## src/rtl/sram_arb_pkg.sv

```systemverilog
// Shared definitions for the dual-SRAM arbiter: address windows, bank FSM states, requester IDs.
package sram_arb_pkg;

  localparam logic [31:0] BASE_ADDR_DEF = 32'h8000_0000;
  localparam logic [31:0] EXT_ADDR_DEF  = 32'h8040_0000;
  localparam int          WIN_LSB       = 22;  // 4 MiB windows
  localparam int          RAM_AW        = 20;

  typedef enum logic [1:0] {IDLE, SETUP, STROBE, DONE} bank_state_e;
  typedef enum logic {REQ_IF = 1'b0, REQ_MEM = 1'b1} req_id_e;

  function automatic logic win_hit(input logic [31:0] addr, input logic [31:0] base);
    return addr[31:WIN_LSB] == base[31:WIN_LSB];
  endfunction

endpackage

```

## src/rtl/sram_bank_ctrl.sv

```systemverilog
// One SRAM bank: grant between fetch and mem, IDLE/SETUP/STROBE/DONE sequencing, registered pin drive.
// SRAM_ARB_RR_EN selects round-robin conflict resolution instead of fixed mem-over-fetch priority.
module sram_bank_ctrl
  import sram_arb_pkg::*;
#(
  parameter int WAIT_CYCLES = 1
) (
  input  logic              clk_10M,
  input  logic              reset_of_clk10M,
  input  logic              if_req_i,
  input  logic [RAM_AW-1:0] if_addr_i,
  input  logic              mem_req_i,
  input  logic [RAM_AW-1:0] mem_addr_i,
  input  logic              mem_we_i,
  input  logic [3:0]        mem_be_i,
  input  logic [31:0]       mem_wdata_i,
  output logic              ack_o,
  output req_id_e           owner_o,
  output logic [31:0]       rdata_o,
  input  logic [31:0]       ram_din_i,
  output logic [31:0]       ram_dout_o,
  output logic              ram_dq_oe_o,
  output logic [RAM_AW-1:0] ram_addr_o,
  output logic [3:0]        ram_be_n_o,
  output logic              ram_ce_n_o,
  output logic              ram_oe_n_o,
  output logic              ram_we_n_o
);

  localparam logic [2:0] WC = 3'(WAIT_CYCLES);

  bank_state_e       state_q, state_d;
  logic [2:0]        cnt_q, cnt_d;
  req_id_e           owner_q, owner_d, gnt_id;
  logic              wr_q, wr_d;
  logic              ack_q, ack_d;
  logic [31:0]       rdata_q, rdata_d;
  logic [RAM_AW-1:0] addr_q, addr_d;
  logic [3:0]        be_n_q, be_n_d;
  logic [31:0]       dout_q, dout_d;
  logic              ce_n_q, ce_n_d, oe_n_q, oe_n_d, we_n_q, we_n_d, dq_oe_q, dq_oe_d;
  logic              busy;
`ifdef SRAM_ARB_RR_EN
  req_id_e           prio_q, prio_d;
`endif

  always_ff @(posedge clk_10M or posedge reset_of_clk10M) begin
    if (reset_of_clk10M) begin
      state_q <= IDLE;
      cnt_q   <= 3'd0;
      owner_q <= REQ_MEM;
      wr_q    <= 1'b0;
      ack_q   <= 1'b0;
      rdata_q <= 32'h0;
      addr_q  <= '0;
      be_n_q  <= 4'hF;
      dout_q  <= 32'h0;
      ce_n_q  <= 1'b1;
      oe_n_q  <= 1'b1;
      we_n_q  <= 1'b1;
      dq_oe_q <= 1'b0;
`ifdef SRAM_ARB_RR_EN
      prio_q  <= REQ_MEM;
`endif
    end else begin
      state_q <= state_d;
      cnt_q   <= cnt_d;
      owner_q <= owner_d;
      wr_q    <= wr_d;
      ack_q   <= ack_d;
      rdata_q <= rdata_d;
      addr_q  <= addr_d;
      be_n_q  <= be_n_d;
      dout_q  <= dout_d;
      ce_n_q  <= ce_n_d;
      oe_n_q  <= oe_n_d;
      we_n_q  <= we_n_d;
      dq_oe_q <= dq_oe_d;
`ifdef SRAM_ARB_RR_EN
      prio_q  <= prio_d;
`endif
    end
  end

  always_comb begin
    state_d = state_q;
    cnt_d   = cnt_q;
    owner_d = owner_q;
    wr_d    = wr_q;
    addr_d  = addr_q;
    be_n_d  = be_n_q;
    dout_d  = dout_q;
`ifdef SRAM_ARB_RR_EN
    prio_d  = prio_q;
    if (mem_req_i && if_req_i) gnt_id = prio_q;
    else                       gnt_id = mem_req_i ? REQ_MEM : REQ_IF;
`else
    gnt_id  = mem_req_i ? REQ_MEM : REQ_IF;
`endif
    case (state_q)
      IDLE: begin
        // The ack cycle is skipped so the just-served requester cannot be re-granted.
        if (!ack_q && (if_req_i || mem_req_i)) begin
          state_d = SETUP;
          owner_d = gnt_id;
          wr_d    = (gnt_id == REQ_MEM) && mem_we_i;
          addr_d  = (gnt_id == REQ_MEM) ? mem_addr_i : if_addr_i;
          be_n_d  = ((gnt_id == REQ_MEM) && mem_we_i) ? ~mem_be_i : 4'h0;
          if ((gnt_id == REQ_MEM) && mem_we_i) dout_d = mem_wdata_i;
`ifdef SRAM_ARB_RR_EN
          if (mem_req_i && if_req_i) prio_d = (gnt_id == REQ_MEM) ? REQ_IF : REQ_MEM;
`endif
        end
      end
      SETUP: begin
        state_d = STROBE;
        cnt_d   = 3'd1;
      end
      STROBE: begin
        if (cnt_q >= WC) state_d = DONE;
        else             cnt_d   = cnt_q + 3'd1;
      end
      DONE: begin
        state_d = IDLE;
        be_n_d  = 4'hF;
      end
      default: state_d = IDLE;
    endcase

    busy    = (state_d != IDLE);
    ce_n_d  = !busy;
    oe_n_d  = !(busy && !wr_d);
    we_n_d  = !((state_d == STROBE) && wr_d);
    dq_oe_d = busy && wr_d;
    ack_d   = (state_q == DONE);
    rdata_d = ((state_q == DONE) && !wr_q) ? ram_din_i : 32'h0;
  end

  assign ack_o       = ack_q;
  assign owner_o     = owner_q;
  assign rdata_o     = rdata_q;
  assign ram_dout_o  = dout_q;
  assign ram_dq_oe_o = dq_oe_q;
  assign ram_addr_o  = addr_q;
  assign ram_be_n_o  = be_n_q;
  assign ram_ce_n_o  = ce_n_q;
  assign ram_oe_n_o  = oe_n_q;
  assign ram_we_n_o  = we_n_q;

endmodule

```

## src/rtl/sram_bus_arbiter.sv

```systemverilog
// Shares BaseRAM/ExtRAM between fetch and data ports: decode, unmapped responder, ack/rdata muxing.
// Conflict policy set by SRAM_ARB_RR_EN inside sram_bank_ctrl (default: mem over fetch).
module sram_bus_arbiter
  import sram_arb_pkg::*;
#(
  parameter int          WAIT_CYCLES = 1,
  parameter logic [31:0] BASE_ADDR   = BASE_ADDR_DEF,
  parameter logic [31:0] EXT_ADDR    = EXT_ADDR_DEF
) (
  input  logic        clk_10M,
  input  logic        reset_of_clk10M,
  input  logic        if_req,
  input  logic [31:0] if_addr,
  output logic        if_ack,
  output logic [31:0] if_rdata,
  output logic        if_err,
  input  logic        mem_req,
  input  logic [31:0] mem_addr,
  input  logic        mem_we,
  input  logic [3:0]  mem_be,
  input  logic [31:0] mem_wdata,
  output logic        mem_ack,
  output logic [31:0] mem_rdata,
  output logic        mem_err,
  input  logic [31:0] base_ram_din,
  input  logic [31:0] ext_ram_din,
  output logic [31:0] base_ram_dout,
  output logic [31:0] ext_ram_dout,
  output logic        base_ram_dq_oe,
  output logic        ext_ram_dq_oe,
  output logic [19:0] base_ram_addr,
  output logic [19:0] ext_ram_addr,
  output logic [3:0]  base_ram_be_n,
  output logic [3:0]  ext_ram_be_n,
  output logic        base_ram_ce_n,
  output logic        ext_ram_ce_n,
  output logic        base_ram_oe_n,
  output logic        ext_ram_oe_n,
  output logic        base_ram_we_n,
  output logic        ext_ram_we_n
);

  logic    if_base, if_ext, mem_base, mem_ext;
  logic    if_unm_q, mem_unm_q;
  logic    base_ack, ext_ack;
  req_id_e base_owner, ext_owner;
  logic [31:0] base_rdata, ext_rdata;
  logic    unused_addr_bits;

  assign if_base  = win_hit(if_addr, BASE_ADDR);
  assign if_ext   = win_hit(if_addr, EXT_ADDR);
  assign mem_base = win_hit(mem_addr, BASE_ADDR);
  assign mem_ext  = win_hit(mem_addr, EXT_ADDR);
  assign unused_addr_bits = ^{if_addr[1:0], mem_addr[1:0]};

  // Unmapped accesses answer one cycle after req; the !_q term keeps it to a single pulse.
  always_ff @(posedge clk_10M or posedge reset_of_clk10M) begin
    if (reset_of_clk10M) begin
      if_unm_q  <= 1'b0;
      mem_unm_q <= 1'b0;
    end else begin
      if_unm_q  <= if_req && !if_base && !if_ext && !if_unm_q;
      mem_unm_q <= mem_req && !mem_base && !mem_ext && !mem_unm_q;
    end
  end

  sram_bank_ctrl #(.WAIT_CYCLES(WAIT_CYCLES)) u_base (
    .clk_10M, .reset_of_clk10M,
    .if_req_i(if_req && if_base), .if_addr_i(if_addr[21:2]),
    .mem_req_i(mem_req && mem_base), .mem_addr_i(mem_addr[21:2]),
    .mem_we_i(mem_we), .mem_be_i(mem_be), .mem_wdata_i(mem_wdata),
    .ack_o(base_ack), .owner_o(base_owner), .rdata_o(base_rdata),
    .ram_din_i(base_ram_din), .ram_dout_o(base_ram_dout), .ram_dq_oe_o(base_ram_dq_oe),
    .ram_addr_o(base_ram_addr), .ram_be_n_o(base_ram_be_n), .ram_ce_n_o(base_ram_ce_n),
    .ram_oe_n_o(base_ram_oe_n), .ram_we_n_o(base_ram_we_n)
  );

  sram_bank_ctrl #(.WAIT_CYCLES(WAIT_CYCLES)) u_ext (
    .clk_10M, .reset_of_clk10M,
    .if_req_i(if_req && if_ext), .if_addr_i(if_addr[21:2]),
    .mem_req_i(mem_req && mem_ext), .mem_addr_i(mem_addr[21:2]),
    .mem_we_i(mem_we), .mem_be_i(mem_be), .mem_wdata_i(mem_wdata),
    .ack_o(ext_ack), .owner_o(ext_owner), .rdata_o(ext_rdata),
    .ram_din_i(ext_ram_din), .ram_dout_o(ext_ram_dout), .ram_dq_oe_o(ext_ram_dq_oe),
    .ram_addr_o(ext_ram_addr), .ram_be_n_o(ext_ram_be_n), .ram_ce_n_o(ext_ram_ce_n),
    .ram_oe_n_o(ext_ram_oe_n), .ram_we_n_o(ext_ram_we_n)
  );

  always_comb begin
    if_ack    = (base_ack && base_owner == REQ_IF) || (ext_ack && ext_owner == REQ_IF) || if_unm_q;
    mem_ack   = (base_ack && base_owner == REQ_MEM) || (ext_ack && ext_owner == REQ_MEM) || mem_unm_q;
    if_err    = if_unm_q;
    mem_err   = mem_unm_q;
    if_rdata  = 32'h0;
    mem_rdata = 32'h0;
    if (base_ack && base_owner == REQ_IF)       if_rdata = base_rdata;
    else if (ext_ack && ext_owner == REQ_IF)    if_rdata = ext_rdata;
    if (base_ack && base_owner == REQ_MEM)      mem_rdata = base_rdata;
    else if (ext_ack && ext_owner == REQ_MEM)   mem_rdata = ext_rdata;
  end

endmodule

```

## config.mk

```make
export PLATFORM = sky130hd
export DESIGN_NAME = sram_bus_arbiter
export DESIGN_NICKNAME = d
export VERILOG_FILES = /design/src/rtl/sram_arb_pkg.sv /design/src/rtl/sram_bank_ctrl.sv /design/src/rtl/sram_bus_arbiter.sv
export SDC_FILE = /design/constraint.sdc
export NUM_CORES = 1
export LEC_CHECK = 0
export BUFFER_PORTS_ARGS = -buffer_cell sky130_fd_sc_hd__buf_2
export CAP_MARGIN = 30
export CELL_PAD_IN_SITES_DETAIL_PLACEMENT = 0
export CELL_PAD_IN_SITES_GLOBAL_PLACEMENT = 1
export CORE_MARGIN = 4
export CORE_UTILIZATION = 34
export CTS_CLUSTER_SIZE = 40
export DETAILED_ROUTE_END_ITERATION = 10
export PLACE_DENSITY = 0.88
export RECOVER_POWER = 50
export SYNTH_ARGS = -nofsm -noshare
export SYNTH_HDL_FRONTEND = slang
export SYNTH_HIERARCHICAL = 1
export SYNTH_SLANG_ARGS = --single-unit
```

## constraint.sdc

```tcl
create_clock -name clk_10M -period 3.45 [get_ports clk_10M]
set_input_delay 0.69 -clock clk_10M [delete_from_list [all_inputs] [get_ports clk_10M]]
set_output_delay 0.69 -clock clk_10M [all_outputs]
set_load 0.02 [all_outputs]
```

* Word-level counts from Yosys, hierarchy flattened
Cells that the tools add are included.
Storage, ports and cells: output and inout port bits 188, input bits 169, flip-flop bits (word level) 202, logic and storage cells 147
Cells by class: reductions and logical operators 66, bitwise gates (word level) 3, muxes and demuxes 30, $lt $le $gt $ge 2, $add $sub $neg 2, equality and inequality tests 16
Operators by type and width (number):
- 32-bit 2-to-1 mux | 6
- 10-bit == test, second input constant | 4
- 20-bit 2-to-1 mux | 2
- 1-bit logical AND | 26
- 1-bit zero test | 18
- 4-bit 2-to-1 mux | 4
- 2-bit one-hot mux with 4 select lines | 2
- 4-bit one-hot mux with 2 select lines | 2
- 2-bit == test, second input constant | 6
- 3-bit one-hot mux with 2 select lines | 2
- 2-bit AND reduction | 6
- 2-bit nonzero test | 6
- 2-bit 2-to-1 mux | 4
- 3-bit by 1-bit adder with 3-bit output, second input constant | 2
- 3-bit by 1-bit greater-or-equal comparator with 1-bit output, second input constant | 2
- 1-bit logical OR | 6
- 1-bit 2-to-1 mux | 6
- 3-bit 2-to-1 mux | 2
- 3-bit AND reduction | 2
- 2-bit by 1-bit == test with 1-bit output, second input constant | 2
- 2-bit zero test | 2
- 2-bit by 1-bit inequality test with 1-bit output, second input constant | 2
- 2-bit inequality test, second input constant | 2
- 4-bit NOT | 1
- 1-bit NOT | 2

* Logic depth before layout (Yosys ltp)
depth in word-level cells 9, gate-level depth with buffers 9, gate-level depth less buffers 6

* Modules after synthesis
The synthesis kept the hierarchy.
By module, submodules not included:
- sram_bank_ctrl at u_ext | instances 1, sequential area each 2512.4 µm², cells each 290, area an instance 3920.0 µm²
- sram_bank_ctrl at u_base | instances 1, sequential area each 2512.4 µm², cells each 293, area an instance 3892.5 µm²
- sram_bus_arbiter | instances 1, sequential area each 50.0 µm², cells each 218, area an instance 1478.9 µm²

* Worst setup path before layout
No wires, ideal clock.
path type input to register, from input mem_addr[29], to register u_ext.dout_q[11] (netlist: u_ext/ram_dout_o[11]), slack 0.920 ns, path buffers 2, arrival time 2.405 ns, setup time 0.125 ns, stages 7, cells stage by stage or4b_4 > nor3_1 > buf_2 > nand2_1 > nor2_4 > buf_4 > mux2_2
Between the ends: cells in the longest elaborated chain, start to end 5, elaborated cells on any way between the ends 7
Ends and longest elaborated chain:
- from (decl) | line sram_bus_arbiter.sv:18 | input logic [31:0] mem_addr,
- 10-bit == test * | line sram_arb_pkg.sv:13 | return addr[31:WIN_LSB] == base[31:WIN_LSB];
- 1-bit logical AND * | line sram_bus_arbiter.sv:81 | .mem_req_i(mem_req && mem_ext), .mem_addr_i(mem_addr[21:2]),
- 1-bit 2-to-1 mux / 1-bit logical OR (equally long branches) | line sram_bank_ctrl.sv:98, sram_bank_ctrl.sv:103
- 1-bit logical AND, on equally long branches | line sram_bank_ctrl.sv:109, sram_bank_ctrl.sv:103
- 3-bit AND reduction (no line) *
- to (signal assigned) | line sram_bank_ctrl.sv:74 | dout_q <= dout_d;
- to (decl) | line sram_bank_ctrl.sv:40 | logic [31:0] dout_q, dout_d;
Every way passes the cells marked *; elsewhere a longest branch is shown, timed or not. A chain may end at the register's enable or synchronous reset.

* Worst setup path in the final report
from register u_base.owner_q (netlist: u_base/owner_o), to output if_rdata[18]
Between the ends: cells in the longest elaborated chain, start to end 3
Ends and longest elaborated chain:
- from (decl) | line sram_bank_ctrl.sv:34 | req_id_e owner_q, owner_d, gnt_id;
- from (signal assigned) | line sram_bank_ctrl.sv:68 | owner_q <= owner_d;
- 1-bit NOT | line sram_bus_arbiter.sv:96 | if (base_ack && base_owner == REQ_IF) if_rdata = base_rdata;
- 1-bit logical AND | line sram_bus_arbiter.sv:96
- 32-bit 2-to-1 mux | line sram_bus_arbiter.sv:96
- to (decl) | line sram_bus_arbiter.sv:15 | output logic [31:0] if_rdata,
No other way between the ends.

==> flow_summary.toml <==
[outcome]
run_status = "finished, violations left"
violated_checks = "max-capacitance violations, max-slew violations"

[logic_synthesis]
dominantRegCellSynth = "dfrtp_1"
postSynthRegisterBits = 202
ys_warn_count = 6
synth_cell_type_count = 49
synth-seq-area-share_pct = 54.6
syn_area_um2 = 9290
mean_area_per_synthesized_cell_um2 = 11.6
synth.net_count = 982
synth-async-reset-ratio_pct = 100
synth_edf_count = 0
synth_cells = 801

[grt]
globalRoute.totalOverflow = 0
use_met1_pct = 23.0
global_route_wire_length_before_repair_um = 46000
grtUsageTotal_pct = 18.8
globalRouteMet2Util_pct = 32.3
number_of_global_route_vias_before_repair = 8166
gr-max-usage-layer = "met2"
grt_start_max_net_pins = 67
routing_usage_on_met3_pct = 6.37
grt_antenna_before_repair = 4

[run]
max_cap_violations = 2

[setup_path]
r2r-start = "u_base/state_q[0]$_DFF_PP0_"
cp-startpoint = "u_base/owner_o$_DFFE_PP1P_"
critical_path.max_fanout = 12
critPathLaunchType = "register"
crit_type = "register to primary output"
critPathArrivalTime_ps = 2270
worst-endpoint-required_ps = 2760
timing.critical_path.to_type = "primary output"

[timing]
setup_tns_ps = 0
final.period_utilization_pct = 85.8
layout_min_cycle_time_ps = 2960
max_clock_freq_ghz = 0.338
fin_skew_ps = 9.69
final_max_slew_viol_count = 95
hold_violations = 0
setup_viol = 0
rsz_0062_raised_after_global_routing = "no"
max-slew-margin-rel_pct = -70.2
worst_pin_slew_ps = 2550

[placed_design]
post-dp-hpwl_um = 20900
place.detailed.instances = 1455
gp_congestion = 0.814
port_buffers = 352

[power]
power.ir.vdd_worst_uv = 350
cellLeakagePower_nw = 6.58
power_density_nw_per_um2 = 577

[routing]
postRouteWirelength_um = 29400
dr_pass1_iterations = 5
post_drt_via_cell_ratio = 5.18
post-route-drc-count = 0
initialDrtViolationCount = 364
ant_nets = 0
detailroute.via_count = 7771
route.detailed.wl_per_inst_um = 19.6

[finish]
nets = 1321
nFillCells = 2571
post_route_core_utilization_pct = 45.4
share_of_cells_above_drive_strength_1_pct = 42.6
areaGrowthSynthToFinish_pct = 31.7
final-instance-count-excl-fill = 1500

[die]
design.die.area_um2 = 30000
die_h_um = 173
design.core.area_um2 = 27000
fp_rows = 60
initial_utilization_pct = 34.5
top_level_ports = 357
die_width_um = 173

[clock_network]
cts_num_sinks = 202
cts_tree = "done"
cts_max_level = 1
number_of_buffers_inserted_during_clock_tree_synthesis = 24
cts-resized-gates = 0
worst_skew_pair.late_latency_ps = 520
cts.reportedPaths.clkPinSlew_ps = 60
cts-root-to-sink-buffers = 3
cts_hold_repair.buffers = 0
cts.repair_timing.setup_buffer_count = 0
ctsRootBufferMaster = "clkbuf_16"

[hold_path]
hold_path_class = "input port to asynchronous set/reset pin"
## synth_stat cells, drive strengths merged (16+ instances only)
library cell | count | area, um2
dfrtp | 186 | 4650
inv | 45 | 169
dfstp | 16 | 420
o21ai | 51 | 255
mux2 | 71 | 800
mux2i | 40 | 400
a41o | 32 | 320
and3 | 32 | 200
nand3b | 32 | 240
o31ai | 32 | 240
buf | 27 | 144
and2 | 64 | 400
nor2 | 36 | 148
clkbuf | 36 | 136
a21oi | 22 | 110
## cells by family (layout without fill, tap and decap cells)
family | after synthesis | count (layout) | share of synthesized area (%)
AND/OR/NAND/NOR | 211 | 211 | 14.0
flip-flops | 202 | 202 | 54.6
AO/OA/AOI/OAI | 157 | 157 | 12.0
multiplexers | 111 | 111 | 12.9
buffers and inverters | 108 | 465 | 4.83
adder cells (fa/ha/maj) | 12 | 12 | 1.62
other | 0 | 1 | 0
## final cells by class
type	instances	area [um2]	share of cell area [%]
antenna	1	2.50	0.0205
clock buffer	35	682	5.57
clock inverter	9	131	1.07
inverter	45	170	1.39
multi-input combinational	491	3770	30.8
sequential	202	5080	41.5
tap	341	427	3.49
timing repair buffer	376	1970	16.1
## registers in the layout, summed over array words and instances (netlist names), 2 cells and up
register / cells
u_base/ram_dout_o: 32
u_base/rdata_o: 32
u_ext/ram_dout_o: 32
u_ext/rdata_o: 32
u_base/ram_addr_o: 20
u_ext/ram_addr_o: 20
u_base/ram_be_n_o: 4
u_ext/ram_be_n_o: 4
u_base/cnt_q: 3
u_ext/cnt_q: 3
u_base/state_q: 2
u_ext/state_q: 2
## final timing paths
check                                                   end  slack (ps)  depth (start not counted)
max                                            if_rdata[18]         490                          5
min                                        if_err$_DFF_PP0_          50                          2
max reg2reg                     u_base/rdata_o[1]$_DFF_PP0_        1010                          4
min reg2reg                u_ext/ram_addr_o[17]$_DFFE_PP0P_         490                          2
max in group asynchronous      u_base/rdata_o[26]$_DFF_PP0_         860                          2
min in group clk_10M            u_ext/rdata_o[28]$_DFF_PP0_         380                          2
## per-layer routing
layer	vias to the layer above	part of all wire, %
met5	-	0.19
met1	3854	40
met3	46	9.4
met2	338	49
met4	6	2.0
li1	3527	-
## critical path, cell delays in order, from the launching register on
cell and delay (ps):
dfstp_2 640, nor2b_2 160, buf_4 220, buf_4 190
o31ai_1 300, buf_2 230
## per-stage QoR
stage / instance area, um2 / power, mW / worst slack (ps) / hold slack [ps]
global placement: 11500 / 4.48 / 511 / 465
finish: 12200 / 7.06 / 492 / 46.6
global route: 12200 / 7.42 / 351 / 40.4
detailed placement: 11500 / 4.53 / 452 / 479
CTS: 12300 / 7.17 / 483 / 46.0
floorplan: 9290 / 3.88 / 154 / 431
## power by group
| part | total (mW) | internal [mW] | switching, mW |
|---|---|---|---|
| logic | 1.63 | 0.541 | 1.09 |
| registers | 2.83 | 2.68 | 0.154 |
| clock network | 2.60 | 1.60 | 1.00 |
## placed cells by master, fill, tap and decap left out, drive strengths merged, types with 4 or more instances in the layout
cell type,Yosys,routed
o311ai,4,4
clkinv,0,6
a21oi,22,22
and3,32,32
dfstp,16,16
dfrtp,186,186
nor3,8,8
o21ai,51,51
nor2b,8,8
ha,12,12
inv,45,44
buf,27,356
nand3b,32,32
mux2i,40,40
a41o,32,32
or4b,4,4
nand2,8,8
o31ai,32,32
mux2,71,71
and2,64,64
nor2,36,36
a2bb2oi,4,4
clkbuf,36,55
No activity file was read; power rests on OpenSTA's default activity.
